$ cat src/rtl/pixel_packer.sv
`default_nettype none
// ============================================================================
// Module      : pixel_packer
// Description : Packs a raster-ordered pixel stream into wide memory words.
//               Lane 0 occupies the MSBs of each word. The word index keeps
//               running across line boundaries. Frame completion, early
//               frame_done and pixel-order errors flush or discard the
//               partial word as appropriate.
// Ports       : clk_pixel       - sole clock, rising edge
//               rst_in          - asynchronous active-high reset
//               pixel_in        - pixel value, low PIX_WIDTH bits used
//               pixel_valid_in  - pixel strobe
//               hcount_in       - pixel column
//               vcount_in       - pixel row
//               frame_done_in   - end-of-frame strobe
//               word_out        - packed word, held between writes
//               addr_out        - word address, held between writes
//               wea_out         - single-cycle write enable
//               sync_err_out    - single-cycle order-error / early-end pulse
//               frame_count_out - completed frames, wraps at 255
// Revision    : 1.0 - initial release
// ============================================================================
module pixel_packer #(
  parameter int PIX_WIDTH    = 8,
  parameter int PIX_PER_WORD = 6,
  parameter int H_ACTIVE     = 320,
  parameter int V_ACTIVE     = 240,
  parameter int ADDR_WIDTH   = 17
) (
  input  logic                              clk_pixel,
  input  logic                              rst_in,
  input  logic [9:0]                        pixel_in,
  input  logic                              pixel_valid_in,
  input  logic [10:0]                       hcount_in,
  input  logic [9:0]                        vcount_in,
  input  logic                              frame_done_in,
  output logic [PIX_WIDTH*PIX_PER_WORD-1:0] word_out,
  output logic [ADDR_WIDTH-1:0]             addr_out,
  output logic                              wea_out,
  output logic                              sync_err_out,
  output logic [7:0]                        frame_count_out
);

  localparam int              c_WORD_W    = PIX_WIDTH * PIX_PER_WORD;
  localparam int              c_CNT_W     = 4;
  localparam logic [10:0]     c_H_LAST    = 11'(H_ACTIVE - 1);
  localparam logic [9:0]      c_V_LAST    = 10'(V_ACTIVE - 1);
  localparam logic [c_CNT_W-1:0] c_LANE_LAST = c_CNT_W'(PIX_PER_WORD - 1);

  localparam logic [0:0] c_S_IDLE = 1'b0;
  localparam logic [0:0] c_S_PACK = 1'b1;

  logic [0:0]            r_state;
  logic [c_CNT_W-1:0]    r_cnt;
  logic [c_WORD_W-1:0]   r_buf;
  logic [ADDR_WIDTH-1:0] r_word_idx;
  logic [10:0]           r_exp_h;
  logic [9:0]            r_exp_v;

  logic [PIX_WIDTH-1:0]  w_pix;
  logic                  w_unused_pix;
  logic                  w_in_range, w_origin, w_match, w_start, w_accept;
  logic                  w_seq_err, w_final, w_lane_full, w_fd;
  logic [0:0]            w_pre_state, w_state_nxt;
  logic [c_CNT_W-1:0]    w_base_cnt, w_post_cnt, w_cnt_nxt;
  logic [ADDR_WIDTH-1:0] w_base_idx, w_idx_nxt;
  logic [c_WORD_W-1:0]   w_base_buf, w_new_buf, w_buf_nxt, w_wr_word;
  logic [10:0]           w_exp_h_nxt;
  logic [9:0]            w_exp_v_nxt;
  logic                  w_wr, w_err;

  assign w_pix        = pixel_in[PIX_WIDTH-1:0];
  assign w_unused_pix = ^pixel_in;

  // Out-of-range pixels are invisible to every decision below.
  assign w_in_range = pixel_valid_in && (hcount_in <= c_H_LAST) && (vcount_in <= c_V_LAST);
  assign w_origin   = w_in_range && (hcount_in == 11'd0) && (vcount_in == 10'd0);
  assign w_match    = (r_state == c_S_PACK) && w_in_range &&
                      (hcount_in == r_exp_h) && (vcount_in == r_exp_v);
  // A fresh frame starts on (0,0) from IDLE, or as the recovery pixel of an
  // order error in PACK; either way packing restarts from an empty word 0.
  assign w_start    = w_origin && !w_match;
  assign w_accept   = w_match || w_start;
  assign w_seq_err  = (r_state == c_S_PACK) && w_in_range && !w_match;
  assign w_final    = w_accept && (hcount_in == c_H_LAST) && (vcount_in == c_V_LAST);

  assign w_base_cnt = w_start ? '0 : r_cnt;
  assign w_base_idx = w_start ? '0 : r_word_idx;
  assign w_base_buf = w_start ? '0 : r_buf;
  assign w_lane_full = (w_base_cnt == c_LANE_LAST);

  // State register
  always_ff @(posedge clk_pixel or posedge rst_in) begin
    if (rst_in) r_state <= c_S_IDLE;
    else        r_state <= w_state_nxt;
  end

  // Next state: the pixel is resolved first, then frame_done_in closes a
  // frame that is still being packed after that pixel.
  always_comb begin
    w_pre_state = r_state;
    if (w_accept)       w_pre_state = w_final ? c_S_IDLE : c_S_PACK;
    else if (w_seq_err) w_pre_state = c_S_IDLE;
    w_fd        = frame_done_in && (w_pre_state == c_S_PACK);
    w_state_nxt = w_fd ? c_S_IDLE : w_pre_state;
  end

  // Datapath / output decode
  always_comb begin
    w_new_buf = w_base_buf;
    for (int l = 0; l < PIX_PER_WORD; l++) begin
      if (w_base_cnt == c_CNT_W'(l))
        w_new_buf[(PIX_PER_WORD-1-l)*PIX_WIDTH +: PIX_WIDTH] = w_pix;
    end

    w_post_cnt = r_cnt;
    w_buf_nxt  = r_buf;
    w_idx_nxt  = r_word_idx;
    w_exp_h_nxt = r_exp_h;
    w_exp_v_nxt = r_exp_v;
    if (w_accept) begin
      w_post_cnt = w_lane_full ? '0 : w_base_cnt + c_CNT_W'(1);
      w_buf_nxt  = w_lane_full ? '0 : w_new_buf;
      w_idx_nxt  = w_lane_full ? w_base_idx + ADDR_WIDTH'(1) : w_base_idx;
      if (hcount_in == c_H_LAST) begin
        w_exp_h_nxt = 11'd0;
        w_exp_v_nxt = vcount_in + 10'd1;
      end else begin
        w_exp_h_nxt = hcount_in + 11'd1;
        w_exp_v_nxt = vcount_in;
      end
    end

    w_cnt_nxt = w_post_cnt;
    if (w_state_nxt == c_S_IDLE) begin
      w_cnt_nxt = '0;
      w_buf_nxt = '0;
    end

    // A completed word already carries every accepted pixel, so the
    // frame_done flush only fires when lanes remain outstanding.
    w_wr      = (w_accept && (w_lane_full || w_final)) || (w_fd && (w_post_cnt != '0));
    w_wr_word = w_accept ? w_new_buf : r_buf;
    w_err     = w_seq_err || w_fd;
  end

  always_ff @(posedge clk_pixel or posedge rst_in) begin
    if (rst_in) begin
      r_cnt           <= '0;
      r_buf           <= '0;
      r_word_idx      <= '0;
      r_exp_h         <= '0;
      r_exp_v         <= '0;
      word_out        <= '0;
      addr_out        <= '0;
      wea_out         <= 1'b0;
      sync_err_out    <= 1'b0;
      frame_count_out <= '0;
    end else begin
      r_cnt        <= w_cnt_nxt;
      r_buf        <= w_buf_nxt;
      r_word_idx   <= w_idx_nxt;
      r_exp_h      <= w_exp_h_nxt;
      r_exp_v      <= w_exp_v_nxt;
      wea_out      <= w_wr;
      sync_err_out <= w_err;
      if (w_wr) begin
        word_out <= w_wr_word;
        addr_out <= w_base_idx;
      end
      if (w_final) frame_count_out <= frame_count_out + 8'd1;
    end
  end

endmodule
`default_nettype wire

$ cat config.mk
export PLATFORM = sky130hd
export DESIGN_NAME = pixel_packer
export DESIGN_NICKNAME = d
export VERILOG_FILES = /design/src/rtl/pixel_packer.sv
export SDC_FILE = /design/constraint.sdc
export NUM_CORES = 1
export LEC_CHECK = 0
export BUFFER_PORTS_ARGS = -buffer_cell sky130_fd_sc_hd__buf_2
export CAP_MARGIN = 25
export CORE_ASPECT_RATIO = 0.5
export CORE_UTILIZATION = 52
export DETAILED_ROUTE_END_ITERATION = 8
export MAX_ROUTING_LAYER = met4
export PLACE_DENSITY = 0.86
export SYNTH_ARGS = -nofsm -noshare
export SYNTH_HDL_FRONTEND = slang
export SYNTH_SLANG_ARGS = --single-unit
$ cat constraint.sdc
create_clock -name clk_pixel -period 4.5 [get_ports clk_pixel]
set_input_delay 0.225 -clock clk_pixel [delete_from_list [all_inputs] [get_ports clk_pixel]]
set_output_delay 0.225 -clock clk_pixel [all_outputs]
set_load 0.01 [all_outputs]
# After elaboration in Yosys (flattened, before gate mapping)
# Cells that the tools add are included.
classes:
  magnitude_cmp: 2
  n_reduce_logical: 23
  n_eq_ne: 10
  add_sub_neg: 5
  n_mux: 23
ops:
  columns: ["op", "count"]
  rows:
  - ["$mux 48", 5]
  - ["$mux 8", 6]
  - ["$mux 17", 2]
  - ["$add 17x1->17 const B", 1]
  - ["$mux 4", 4]
  - ["$logic_and 1x1->1", 14]
  - ["$add 11x1->11 const B", 1]
  - ["$eq 11x11->1", 1]
  - ["$eq 11x9->1 const B", 1]
  - ["$le 11x9->1 const B", 1]
  - ["$logic_not 11->1", 1]
  - ["$mux 11", 1]
  - ["$add 10x1->10 const B", 1]
  - ["$eq 10x10->1", 1]
  - ["$eq 10x8->1 const B", 1]
  - ["$le 10x8->1 const B", 1]
  - ["$logic_not 10->1", 1]
  - ["$mux 10", 1]
  - ["$add 8x1->8 const B", 1]
  - ["$eq 4x2->1 const B", 2]
  - ["$eq 4x3->1 const B", 2]
  - ["$add 4x1->4 const B", 1]
  - ["$eq 4x1->1 const B", 1]
  - ["$logic_not 4->1", 1]
  - ["5 further kinds", 11]
totals:
  in_bits: 35
  output_inout_bits: 75
  word_cells: 74
  ff_bits: 166

# Logic depth before layout (Yosys ltp)
# Gate-level depths: netlist (run 1).
depth:
  word_depth: 16
  mapped_depth: 14
  depth_no_buf: 13

# Least setup slack after synthesis (run 1)
# OpenSTA, ideal clock, no wires.
synth_timing:
  path_type: "register to register"
  startpoint: "register r_exp_v[3]"
  endpoint: "register r_word_idx[16]"
  setup_time_ns: 0.079
  path_slack_ns: 1.206
  n_path_buf: 1
  stages_incl_launch_ff: 13
  t_arrival_ns: 3.214
  required_ns: 4.421
  synth_period_minus_slack_ns: 3.294
  path_cell_list: "dfrtp_1 xor2_1 nor4_1 or4b_1 o211ai_1 and2_1 ha_1 nand2_1 or4_1 clkbuf_1 nor2_1 and4_1 mux2i_1"
synth_between:
  elab_chain_cells: 7
  word_cells_on_any_way: 10
  cone_classes: "1 x add/sub; 2 x eq/ne; 3 x mux; 4 x reduce/logical"
synth_lines:
  columns: ["element", "line_no", "rtl"]
  rows:
  - ["start, declared", "58", "logic [9:0] r_exp_v;"]
  - ["start signal, assigned", "164", "r_exp_v <= w_exp_v_nxt;"]
  - ["$eq 10x10->1", "79", "(hcount_in == r_exp_h) && (vcount_in == r_exp_v);"]
  - ["$logic_and 1x1->1", "79", null]
  - ["$logic_not 1->1", "82", "assign w_start = w_origin && !w_match;"]
  - ["$logic_and 1x1->1", "82", null]
  - ["$mux 17", "88", "assign w_base_idx = w_start ? '0 : r_word_idx;"]
  - ["named net w_base_idx[0]", "66", "logic [ADDR_WIDTH-1:0] w_base_idx, w_idx_nxt;"]
  - ["$add 17x1->17", "124", "w_idx_nxt = w_lane_full ? w_base_idx + ADDR_WIDTH'(1) : w_base_idx;"]
  - ["$mux 17", "124", null]
  - ["end signal, assigned", "162", "r_word_idx <= w_idx_nxt;"]
  - ["end, declared", "56", "logic [ADDR_WIDTH-1:0] r_word_idx;"]
# The timed path passes the listed nets, and every way through them passes these cells.
# A chain may end at the register's enable or synchronous reset.

# Worst setup path in the final report (run 1)
layout_timing:
  startpoint: "register r_exp_v[3]"
  endpoint: "register addr_out[0]"
layout_between:
  elab_chain_cells: 12
  word_cells_on_any_way: 23
  cone_classes: "1 x add/sub; 2 x eq/ne; 7 x mux; 13 x reduce/logical"
layout_lines:
  columns: ["element", "line_no", "rtl"]
  rows:
  - ["$eq 10x10->1 (*)", "79", null]
  - ["$logic_and 1x1->1 (*)", "79", null]
  - ["branches (longest 10 deep; another with $add 4x1->4)", null, null]
  - ["end signal, assigned", "169", "addr_out <= w_base_idx;"]
  - ["end, declared", "38", "output logic [ADDR_WIDTH-1:0] addr_out,"]
# Every way passes the cells marked *.

==> results of run 1 <==
worst reg2reg max path, cell delays in order, from the launching register on:
cell,delay [ps]
dfrtp_1,380
xor2_1,180
nor4_1,360
or4b_1,520
or2_2,380
a311oi_1,440
nor3_2,120
a21oi_4,790
buf_12,380
mux2_2,420
routing by layer:
metal	track usage, %	vias up	share of wire (%)
met3	5.18	35	6.6
met2	38.6	257	48
met1	33.9	3040	43
li1	-	2791	-
met5	-	-	0
met4	8.55	0	2.0
flip-flops by register name, summed over array words and instances (netlist names):
name             cells
r_buf               48
word_out            48
addr_out            17
r_word_idx          17
r_exp_h             11
r_exp_v             10
frame_count_out      8
r_cnt                4
r_state              1
sync_err_out         1
wea_out              1
repair_timing:
item,in CTS,in global routing
hold buffers,1,0
setup endpoints to repair,0,0
hold endpoints to repair,41,0
resized for setup,0,0
power by group:
| group | internal (µW) | switching [µW] | total, µW |
|---|---|---|---|
| logic | 30.1 | 81.6 | 112 |
| clock network | 933 | 590 | 1520 |
| registers | 1490 | 0.757 | 1490 |
| total | 2460 | 672 | 3130 |
stage by stage:
step	std cells	worst slack, ps
6_report	1039	393
5_1_grt	1039	87.5
4_1_cts	1039	429
3_5_place_dp	1008	236
3_3_place_gp	1008	394
2_1_floorplan	736	1210
synthesized netlist by cell type, types with 3 or more instances:
| cell type | count | area share (%) |
|---|---|---|
| a21o_1 | 3 | 0.28 |
| a21oi_1 | 8 | 0.49 |
| a22o_1 | 49 | 5.3 |
| and2_1 | 18 | 1.4 |
| and3_1 | 8 | 0.62 |
| and4_1 | 3 | 0.32 |
| buf_1 | 9 | 0.42 |
| buf_2 | 3 | 0.19 |
| buf_6 | 6 | 0.83 |
| clkbuf_1 | 26 | 1.2 |
| dfrtp_1 | 166 | 51 |
| ha_1 | 6 | 0.93 |
| inv_1 | 33 | 1.5 |
| mux2_2 | 36 | 5.0 |
| mux2_4 | 25 | 4.6 |
| mux2i_1 | 19 | 2.3 |
| nand2_1 | 53 | 2.5 |
| nand2b_1 | 5 | 0.39 |
| nand3_1 | 48 | 3.0 |
| nand4_1 | 16 | 1.2 |
| nor2_1 | 23 | 1.1 |
| nor3_1 | 11 | 0.68 |
| nor3_2 | 3 | 0.37 |
| nor3b_1 | 4 | 0.37 |
| nor4_1 | 8 | 0.62 |
| nor4_2 | 3 | 0.46 |
| o21ai_0 | 53 | 3.3 |
| o21ai_1 | 5 | 0.31 |
| or2_2 | 4 | 0.31 |
| or3_1 | 3 | 0.23 |
| xnor2_1 | 25 | 2.7 |
| xor2_1 | 29 | 3.1 |
layout make-up:
class / instances / area share [%]
sequential: 166 / 44.1
multi-input combinational: 492 / 38.4
timing repair buffer: 120 / 6.88
clock buffer: 21 / 5.10
tap: 198 / 2.63
clock inverter: 9 / 1.49
inverter: 33 / 1.36
worst max path at each step:
stage                     endpoint  cells past startpoint  slack (ps)
floorplan           r_word_idx[16]                     12        1210
global placement      addr_out[11]                     10         390
detailed placement     addr_out[0]                     10         240
CTS                    addr_out[0]                      9         430
global route           addr_out[0]                      9          90
finish                 addr_out[0]                      9         390
kinds of logic after synthesis:
family | share of synthesized area [%]
and+or+nand+nor | 14.8
buffers and inverters | 4.26
xor gates and xnor gates | 5.84
adders and majority gates | 0.926
AOI/OAI and AO/OA | 11.0
muxes | 12.0
DFF | 51.3
==> impl_summary.md, run 1 <==
Critical path
The worst setup path is captured at a register. The number of cell instances on the worst register-to-register path is 9. For this design, the slowest cell found on the critical path is a21oi_4. The worst reg2reg path startpoint is r_exp_v[3]. The critical path is of the register to register type. The number of buffers and inverters on the critical path is 1. The endpoint of the worst-slack reg-to-reg timing path is addr_out[0]. In this run the worst path has a maximum fanout of 43. The source of the critical timing path is r_exp_v[3]. Data on the critical path is required at its endpoint by roughly 4800 ps. The setup check on the worst reg-to-reg path leaves a slack of 390 ps. The arrival time reported for the critical path endpoint is 4400 ps. Traced cell by cell, the critical path runs through xor2_1 -> nor4_1 -> or4b_1 -> or2_2 -> a311oi_1 -> nor3_2 -> a21oi_4 -> buf_12 -> mux2_2. In this design, the largest share of critical-path delay is due to simple AND/OR/NAND/NOR gates. The largest incremental delay on the critical path is about 790 ps. The kind of start point of the critical path is a register.

Synthesis
After synthesis the cells add up to 8110 µm². Synthesis inferred 166 register bits. The post-synthesis async set-or-reset flop share is 100%. Yosys printed 0 warnings.

In this run, synthesis inferred 0 flip-flops with an integrated enable. In the synthesized netlist, the number of instances is 736. The sequential area share after synthesis is just over 50%. Counting every net in the synthesized netlist gives 777. For this run, the leading register cell type out of synthesis is dfrtp_1. The number of distinct library cell variants in the gate-level netlist after synthesis is 52. The per-instance average area after synthesis is 11.0 µm².

Route
After detailed routing, the number of vias per cell comes to 5.89. The iteration count of the initial detailed-routing pass is 5. The via count is 6123. The routed wire length per instance is 18.2 µm. The first routing iteration left 530 violations.

In the routed design, unresolved DRC markers number 0. The total wire length is 18900 µm. In this run the remaining antenna-violating nets after routing total 0.

Job
The count of max-cap constraint violations is 0.

Clock tree
The tree is rooted in a clkbuf_16. TritonCTS built the clock tree. The worst-case clock buffer depth is 2.

Clock latency on the worst-skew pair, taken at its later pin, is between 400 and 500 ps. The clock-pin slew on the worst setup and hold paths is ~60 ps. The number of sinks on the clock net is 166. The number of buffers inserted during clock tree synthesis is 17. The number of levels the H-tree was split into is 4. Once the clock tree was built, the setup fixing pass inserted 0 buffers.

GRT
The largest net degree at the start of global routing is between 70 and 80. The residual overflow from global routing is 0. The number of global-route vias before repair is 6116. The aggregate global-route resource usage is 25.3%.

The first global-routing pass estimated 31100 µm of wire. The initial antenna violation count is 0.

Layout
Leaving out fill and tap cells, the most frequent cells in the layout are dfrtp_1 (166), buf_2 (107), nand2_1 (53). The repair_antennas step left the layout with diodes totalling 0. Cells fill 63.4% of the core in the end. Counting the fill cells in the layout gives 1115. At the end of the flow, the number of nets in the layout was 871. Relative to the synthesized area, the layout overhead comes to 16.2%. The finished layout cell area is 9420 µm². The storage element area is ~4200 µm². The share of layout cells above drive strength 1 is 27.0%. The multi-input combinational cells in the finished layout cover a total of 3620 µm². The most common cell after layout, fill and taps aside is dfrtp_1.

Timing
Subtracting the final worst setup slack from the clock period gives 4110 ps. The relative slew slack is 30.7%. On the final layout, the worst hold slack is 171 ps.

The transition at the pin with the smallest max-transition slack is 1040 ps. The fmax is 0.243 GHz. The max-slew violation total from the final report was 0.

The worst path uses 91.3% of the clock period. Setup repair after global routing left no endpoint under its margin. Setup violations remaining at the end of the flow were counted as 0.

The total negative slack for setup checks is 0 ps. The final count of hold timing violations came to 0. Clock skew on the completed layout was measured at between 7 and 8 ps.

Floorplan
The placement row count is 31. The die is approximately 180 µm wide. For this configuration, the core starts out at a cell density of a little over half.

The die covers 16100 µm². The core region is 14900 µm². The die outline height is between 90 and 100 µm. Pin placement for this block handled 110 I/O pins.

Place
The congestion estimate from routability-driven global placement came to about 0.9. The post-placement cell area is 8780 µm². Input and output buffers added on the ports amount to 107. The HPWL after detailed placement is 12800 µm.

Power and ir drop
In this run the static leakage power is 0.00457 µW. The design draws 3130 µW. The worst-case vdd ir drop is 228 µV.

Power spread over the standard cell area amounts to between 300 and 400 nW/µm².

Min path
The path category of the worst min-delay check is input port to register. The worst hold path terminates at r_exp_v[0]. Counting instances, the worst hold path has a depth of 3.

The beginning of the worst hold path is vcount_in[0].

Run status
The run finished with clean final reports.
Power figures use the tool's default switching activity.
==> run 2, diff against run 1 <==
--- a/config.mk
+++ b/config.mk
@@ -7,7 +7,7 @@
 export LEC_CHECK = 0
 export BUFFER_PORTS_ARGS = -buffer_cell sky130_fd_sc_hd__buf_2
 export CAP_MARGIN = 25
-export CORE_ASPECT_RATIO = 0.5
+export CORE_ASPECT_RATIO = 1.4
 export CORE_UTILIZATION = 52
 export DETAILED_ROUTE_END_ITERATION = 8
 export MAX_ROUTING_LAYER = met4
==> run 2 against run 1 <==
  * The flow now finishes with violations (hold timing)
  * Global-route usage decreased by 0.29 points
  * Sequential power about the same
  * Highest routed layer unchanged
  * Combinational power about the same
  * Maximum frequency increased by 6.8%
  * Largest power group is now registers
  * Routed wire length decreased by 2.8%
  * Core utilization decreased by 1.2 points
==> impl_summary.md, run 2 (synthesized netlist as in run 1, its figures left out) <==
Route
The total wire length was 18300 µm (-2.8%). The routed wire length per instance is 17.7 µm (-2.4%). The number of DRC violations after detailed routing is 0 (unchanged). The count of routing violations after the opening detailed-route iteration is 429 (-19%). The via-per-instance ratio is 5.82 (-1.2%). The via count is 6024 (-1.6%). The iteration count of the initial detailed-routing pass is 6 (+1). The post-route antenna net violation count is 0 (unchanged).

Clock tree
The clock insertion delay at the later pin of the skew report was 430 ps (about the same). The number of sinks on the clock net was 166 (unchanged). The number of instances resized during post-cts repair is 0 (unchanged). The clock-pin slew on the worst setup and hold paths is 70 ps (about the same). The CTS tree is yes. The worst-case clock buffer depth is 2 (unchanged). The number of buffers inserted to repair setup after CTS is 0 (unchanged).

The number of levels the H-tree was split into came to 4 (unchanged). The number of buffers inserted during clock tree synthesis is 17 (unchanged). The cell at the root of the clock tree is clkbuf_16. The number of buffers added to fix hold violations after cts is 0 (-1).

Timing
The fmax is 0.260 GHz (+6.8%). The relative slew slack is 37.7% (+7.0 points). The total negative slack for setup checks is 0 ps (unchanged). The max-slew violation total from the final report is 0 (unchanged). The part of the cycle the worst path needs was 85.5% (-5.8 points).

The minimum clock period is 3850 ps (-261 ps). The minimum hold slack is -33.9 ps (-205 ps). The final count of hold timing violations is 7 (+7). The transition at the pin with the smallest max-transition slack is 934 ps (-102 ps). The number of setup violations in the final report was 0 (unchanged). Setup repair after global routing left no endpoint under its margin. The clock skew after layout came to 16.8 ps (+8.90 ps).

Layout
The diode insertion count for antenna repair is 0 (unchanged). Leaving out fill and tap cells, the most frequent cells in the layout are dfrtp_1 (166), buf_2 (107), nand2_1 (53). The largest registers in the layout are r_buf x48, word_out x48.

The end-of-flow core utilization is 62.1% (-1.2 points). The number of nets in the finished design came to 871 (unchanged). The most common cell after layout, fill and taps aside is dfrtp_1. The synthesis-to-finish area growth is 15.9%. The fill cell total of the finished layout is 1228 (+10%). The final instance count without filler cells is 1035 (-0.38%).

The share of layout cells above drive strength 1 is 27.3% (+0.29 points).

Floorplan
The effective utilization at floorplan came to 53.6% (-0.95 points). The top-level I/O count is 110 (unchanged). The placement row count is 53 (+71%). The core area is 15100 µm² (+1.8%). The floorplan die width is 108 µm (-40%). The die outline height was 150 µm (+66%). The die outline area was 16100 µm² (-0.14%).

Power and ir drop
The worst-case vdd ir drop is 194 µV (-15%). The ratio of total power to cell area is 326 nW/µm² (-1.8%). The total power of the final layout is 3070 µW (-2.0%). The leakage dissipation is 0.00457 µW (about the same).

Place
The weighted congestion reported at the end of routability-driven placement is 0.863 (-5.0%). The placed instance count is 1003 (-0.50%). The number of buffers inserted by port buffering is 107 (unchanged).

The estimated wirelength of the detail-placed design is 12600 µm (-1.4%).

Critical path
The kind of start point of the critical path is a register. The worst reg2reg path startpoint is r_exp_v[3]. The signal on the critical path passes through xor2_1 -> nor4_1 -> or4b_1 -> or2_2 -> a311oi_1 -> nor3_2 -> a21oi_4 -> buf_4 -> mux2_2. The endpoint of the worst-slack reg-to-reg timing path is word_out[46].

The worst setup slack for register-to-register paths came to 650 ps (+260 ps). The standard cell with the maximum stage delay on the critical path is a311oi_1. The data required time at the worst endpoint was 4810 ps (about the same).

The arrival time reported for the critical path endpoint was 4160 ps (-240 ps). The capturing element type of the critical path is a register. The largest incremental delay on the critical path is 540 ps (-250 ps). The number of cell instances on the worst register-to-register path is 9 (unchanged). The highest fanout seen on the critical path is 19 (-56%). The critical path is of the register to register type.

GRT
The wire length of the first global-routing pass came to 30400 µm (-2.2%). The number of global-route vias before repair is 5991 (-2.0%). The residual overflow from global routing came to 0 (unchanged).

The initial antenna violation count came to 0 (unchanged). The aggregate global-route resource usage is 25.1% (-0.29 points). The largest net degree at the start of global routing came to 167 (+140%).

Run status
The run finished, with violations left. The checks that failed: hold timing.

Job
The count of max-cap constraint violations came to 0 (unchanged).

Min path
The tightest min-delay check is of the input port to async pin type.
## run 2: changes by cell type in the layout (fill, tap and decap cells not counted)
| cell | before | now |
|---|---|---|
| buf_12 | 1 | 2 |
| bufinv_16 | 3 | 1 |
| clkbuf_8 | 4 | 1 |
| clkinv_4 | 1 | 3 |
| clkinv_8 | 0 | 1 |
| clkinvlp_4 | 3 | 2 |
| dlygate4sd3_1 | 1 | 0 |
| inv_6 | 3 | 5 |
| inv_8 | 0 | 3 |
## run 2: metrics by stage
| step | setup WS, ps | cell area [µm²] |
|---|---|---|
| after floorplan | 1210 | 8110 |
| after global placement | 702 | 8800 |
| after detailed placement | 579 | 8800 |
| after CTS | 644 | 9390 |
| after global routing | 396 | 9390 |
| final | 654 | 9390 |
## run 2: where the power goes
part           switching [µW]  total (µW)  internal (µW)
Combinational            82.1         112           29.6
Sequential              0.768        1490           1490
Clock                     657        1460            805
## run 2: area by class of cell
cell class                      count  area (µm²)  area share [%]
Sequential cell                   166        4150            44.2
Multi-Input combinational cell    492        3620            38.5
Timing Repair Buffer              120         658            7.01
Clock buffer                       18         439            4.68
Tap cell                          192         240            2.56
Clock inverter                     14         158            1.68
Inverter                           33         128            1.36
## run 2: worst max-delay path, delay by kind of cell, from the launching register on
family | cells | cell delay, ps
and+or+nand+nor | 4 | 1460
AOI/OAI and AO/OA | 2 | 920
DFF | 1 | 390
buffers and inverters | 1 | 390
muxes | 1 | 380
xor gates and xnor gates | 1 | 190
## run 2: routing by layer
metal / vias up / global-route usage [%] / wire (µm)
met1: 2979 / 30.2 / 7390
met2: 206 / 40.9 / 9650
met5: - / - / 0
met4: 0 / 11.4 / 630
li1: 2790 / - / -
met3: 49 / 4.36 / 672
## run 2: worst max-delay path by stage
stage / slack, ps / endpoint / cells after the start / start
detailed placement: 580 / word_out[46] / 10 / hcount_in[10]
floorplan: 1210 / r_word_idx[16] / 12 / r_exp_v[3]
global route: 400 / r_word_idx[16] / 12 / r_exp_v[3]
CTS: 640 / word_out[46] / 9 / r_exp_v[3]
finish: 650 / word_out[46] / 9 / r_exp_v[3]
global placement: 700 / word_out[46] / 10 / hcount_in[10]
==> run 3, diff against run 2 <==
--- a/config.mk
+++ b/config.mk
@@ -7,7 +7,7 @@
 export LEC_CHECK = 0
 export BUFFER_PORTS_ARGS = -buffer_cell sky130_fd_sc_hd__buf_2
 export CAP_MARGIN = 25
-export CORE_ASPECT_RATIO = 1.4
+export CORE_ASPECT_RATIO = 0.7
 export CORE_UTILIZATION = 52
 export DETAILED_ROUTE_END_ITERATION = 8
 export MAX_ROUTING_LAYER = met4
==> run 3 against run 2 <==
  * The flow now finishes without violations
  * Die area is essentially flat
  * Combinational power grew 4%
  * Via count grew 0.68%
  * Worst setup slack gained 150 ps
  * Worst hold slack gained 210 ps
  * Critical path type unchanged
  * Largest power group unchanged
==> impl_summary.md, run 3 (synthesized netlist as in run 1, its figures left out) <==
Critical path
The arrival time reported for the critical path endpoint is 4050 ps (-110 ps). The capturing element type of the critical path is a register. The type of the worst setup path is register to register. The data required time at the worst endpoint was 4850 ps (+40 ps). The highest fanout seen on the critical path is 5 (-14). The kind of start point of the critical path is a register.

GRT
The residual overflow from global routing came to 0 (unchanged). The initial antenna violation count came to 0 (unchanged). The aggregate global-route resource usage is 25.4% (+0.33 points). The number of global-route vias before repair is 5868 (-2.1%). The wire length of the first global-routing pass came to 30700 µm (+0.93%). The largest net degree at the start of global routing came to 122 (-27%).

Floorplan
The die outline area came to 16100 µm² (about the same). The effective utilization at floorplan was 54.2% (+0.60 points). The die outline height was 106 µm (-29%). The top-level I/O count came to 110 (unchanged).

The placement row count was 37 (-30%). The floorplan die width was 151 µm (+41%). The core area is 15000 µm² (-1.1%).

Clock tree
The clock-pin slew on the worst setup and hold paths is 70 ps (about the same). The cell at the root of the clock tree is clkbuf_16. The worst-case clock buffer depth is 2 (unchanged). TritonCTS built the clock tree. The number of buffers inserted during clock tree synthesis came to 17 (unchanged). The clock insertion delay at the later pin of the skew report is 420 ps (about the same). The number of levels the H-tree was split into was 4 (unchanged).

The number of instances resized during post-cts repair was 0 (unchanged). The number of sinks on the clock net is 166 (unchanged).

Layout
In the layout the commonest cells are dfrtp_1 (166), buf_2 (107), nand2_1 (53). The largest registers in the layout are r_buf x48, word_out x48. The number of nets in the finished design is 871 (unchanged). The share of layout cells above drive strength 1 is 27.0% (-0.24 points).

The most common cell after layout, fill and taps aside is dfrtp_1. The end-of-flow core utilization came to 63.0% (+0.84 points). The area growth from synthesis to layout is 16.2%. The diode insertion count for antenna repair is 0 (unchanged).

Run status
The run finished with clean final reports.

Power and ir drop
The leakage dissipation was 0.00457 µW (about the same). The ratio of total power to cell area was 329 nW/µm² (+0.72%). The worst-case vdd ir drop was 250 µV (+29%).

Timing
The relative slew slack came to 42.6% (+4.9 points). The fmax was 0.270 GHz (+3.9%). The max-slew violation total from the final report is 0 (unchanged). The transition at the pin with the smallest max-transition slack came to 855 ps (-79.3 ps). The final count of hold timing violations is 0 (-7). The number of setup violations in the final report is 0 (unchanged).

The part of the cycle the worst path needs is 82.2% (-3.2 points). The minimum clock period is 3700 ps (-146 ps). The clock skew after layout came to 8.58 ps (-8.24 ps).

Setup repair after global routing left no endpoint under its margin. The total negative slack for setup checks is 0 ps (unchanged).

Job
The count of max-cap constraint violations is 0 (unchanged).

Route
The count of routing violations after the opening detailed-route iteration is 465 (+8.4%). The via-per-instance ratio is 5.84 (+0.39%). The iteration count of the initial detailed-routing pass is 5 (-1). The total wire length came to 18600 µm (+1.2%). The via count is 6065 (+0.68%). The number of DRC violations after detailed routing is 0 (unchanged). The routed wire length per instance is 17.9 µm (+0.93%). The post-route antenna net violation count was 0 (unchanged).

Place
The number of buffers inserted by port buffering is 107 (unchanged). The weighted congestion reported at the end of routability-driven placement is 0.908 (+5.1%). The estimated wirelength of the detail-placed design was 12400 µm (-1.6%).

Min path
The path category of the worst min-delay check is input port to register.
## run 3: cell count changes in the layout (fill, tap and decap cells not counted), sizes merged
cell         before  now
buf             120  119
bufinv            1    2
clkbuf           18   20
clkinv            4    2
clkinvlp          2    5
dlygate4sd3       0    1
inv              40   36
## run 3: final timing paths
check                          startpoint        endpoint  slack [ps]  cells past startpoint
max in group asynchronous          rst_in        r_buf[7]        3150                      4
min in group asynchronous          rst_in    word_out[13]         380                      3
hold reg to reg            r_word_idx[16]  r_word_idx[16]         460                      1
setup / recovery               r_exp_v[3]  r_word_idx[16]         800                     11
hold / removal               vcount_in[1]      r_exp_v[1]         170                      3
setup reg to reg               r_exp_v[3]  r_word_idx[16]         800                     11
## run 3: through the flow
step | hold slack (ps) | instance area [µm²] | worst slack (ps) | instances | power (µW)
after floorplan | 419 | 8110 | 1210 | 736 | 1590
after global placement | 438 | 8790 | 875 | 1004 | 1630
after detailed placement | 455 | 8790 | 847 | 1004 | 1640
after CTS | 61.9 | 9390 | 780 | 1036 | 3110
after global routing | 174 | 9420 | 602 | 1038 | 3190
final | 175 | 9420 | 800 | 1038 | 3100
## run 3: repair_timing
item / CTS / global route
hold buffers: 0 / 1
endpoints found under the setup margin: 0 / 0
setup buffers: 0 / 0
hold endpoints to repair: 0 / 17
## run 3: per-layer routing
layer	global-route usage [%]	up-vias	part of all wire [%]
met5	-	-	0
met4	6.43	0	0.76
met3	4.68	21	6.9
met2	36.5	247	45
met1	36.9	3003	47
li1	-	2794	-
## run 3: critical path, cell delays in order, from the launching register on
cell and delay [ps]:
dfrtp_1 390, xor2_1 180, nor4_1 430, or4b_1 520
o211ai_1 340, and2_1 280, ha_1 210, nand2_1 50
or4_1 530, nor2_1 270, and4_1 240, mux2i_1 180
## run 3: area by class of cell
cell class / count / area (µm²)
well taps: 195 / 244
fillers: 1168 / 5540
flip-flops and latches: 166 / 4150
inverters: 33 / 128
multi-input cells: 492 / 3620
repair buffers: 120 / 673
clock buffers: 20 / 457
clock inverters: 12 / 144
## run 3: power by group
part | total, µW | internal, µW | switching (µW)
Combinational | 117 | 32.0 | 84.8
Sequential | 1490 | 1490 | 0.817
Clock | 1490 | 859 | 627
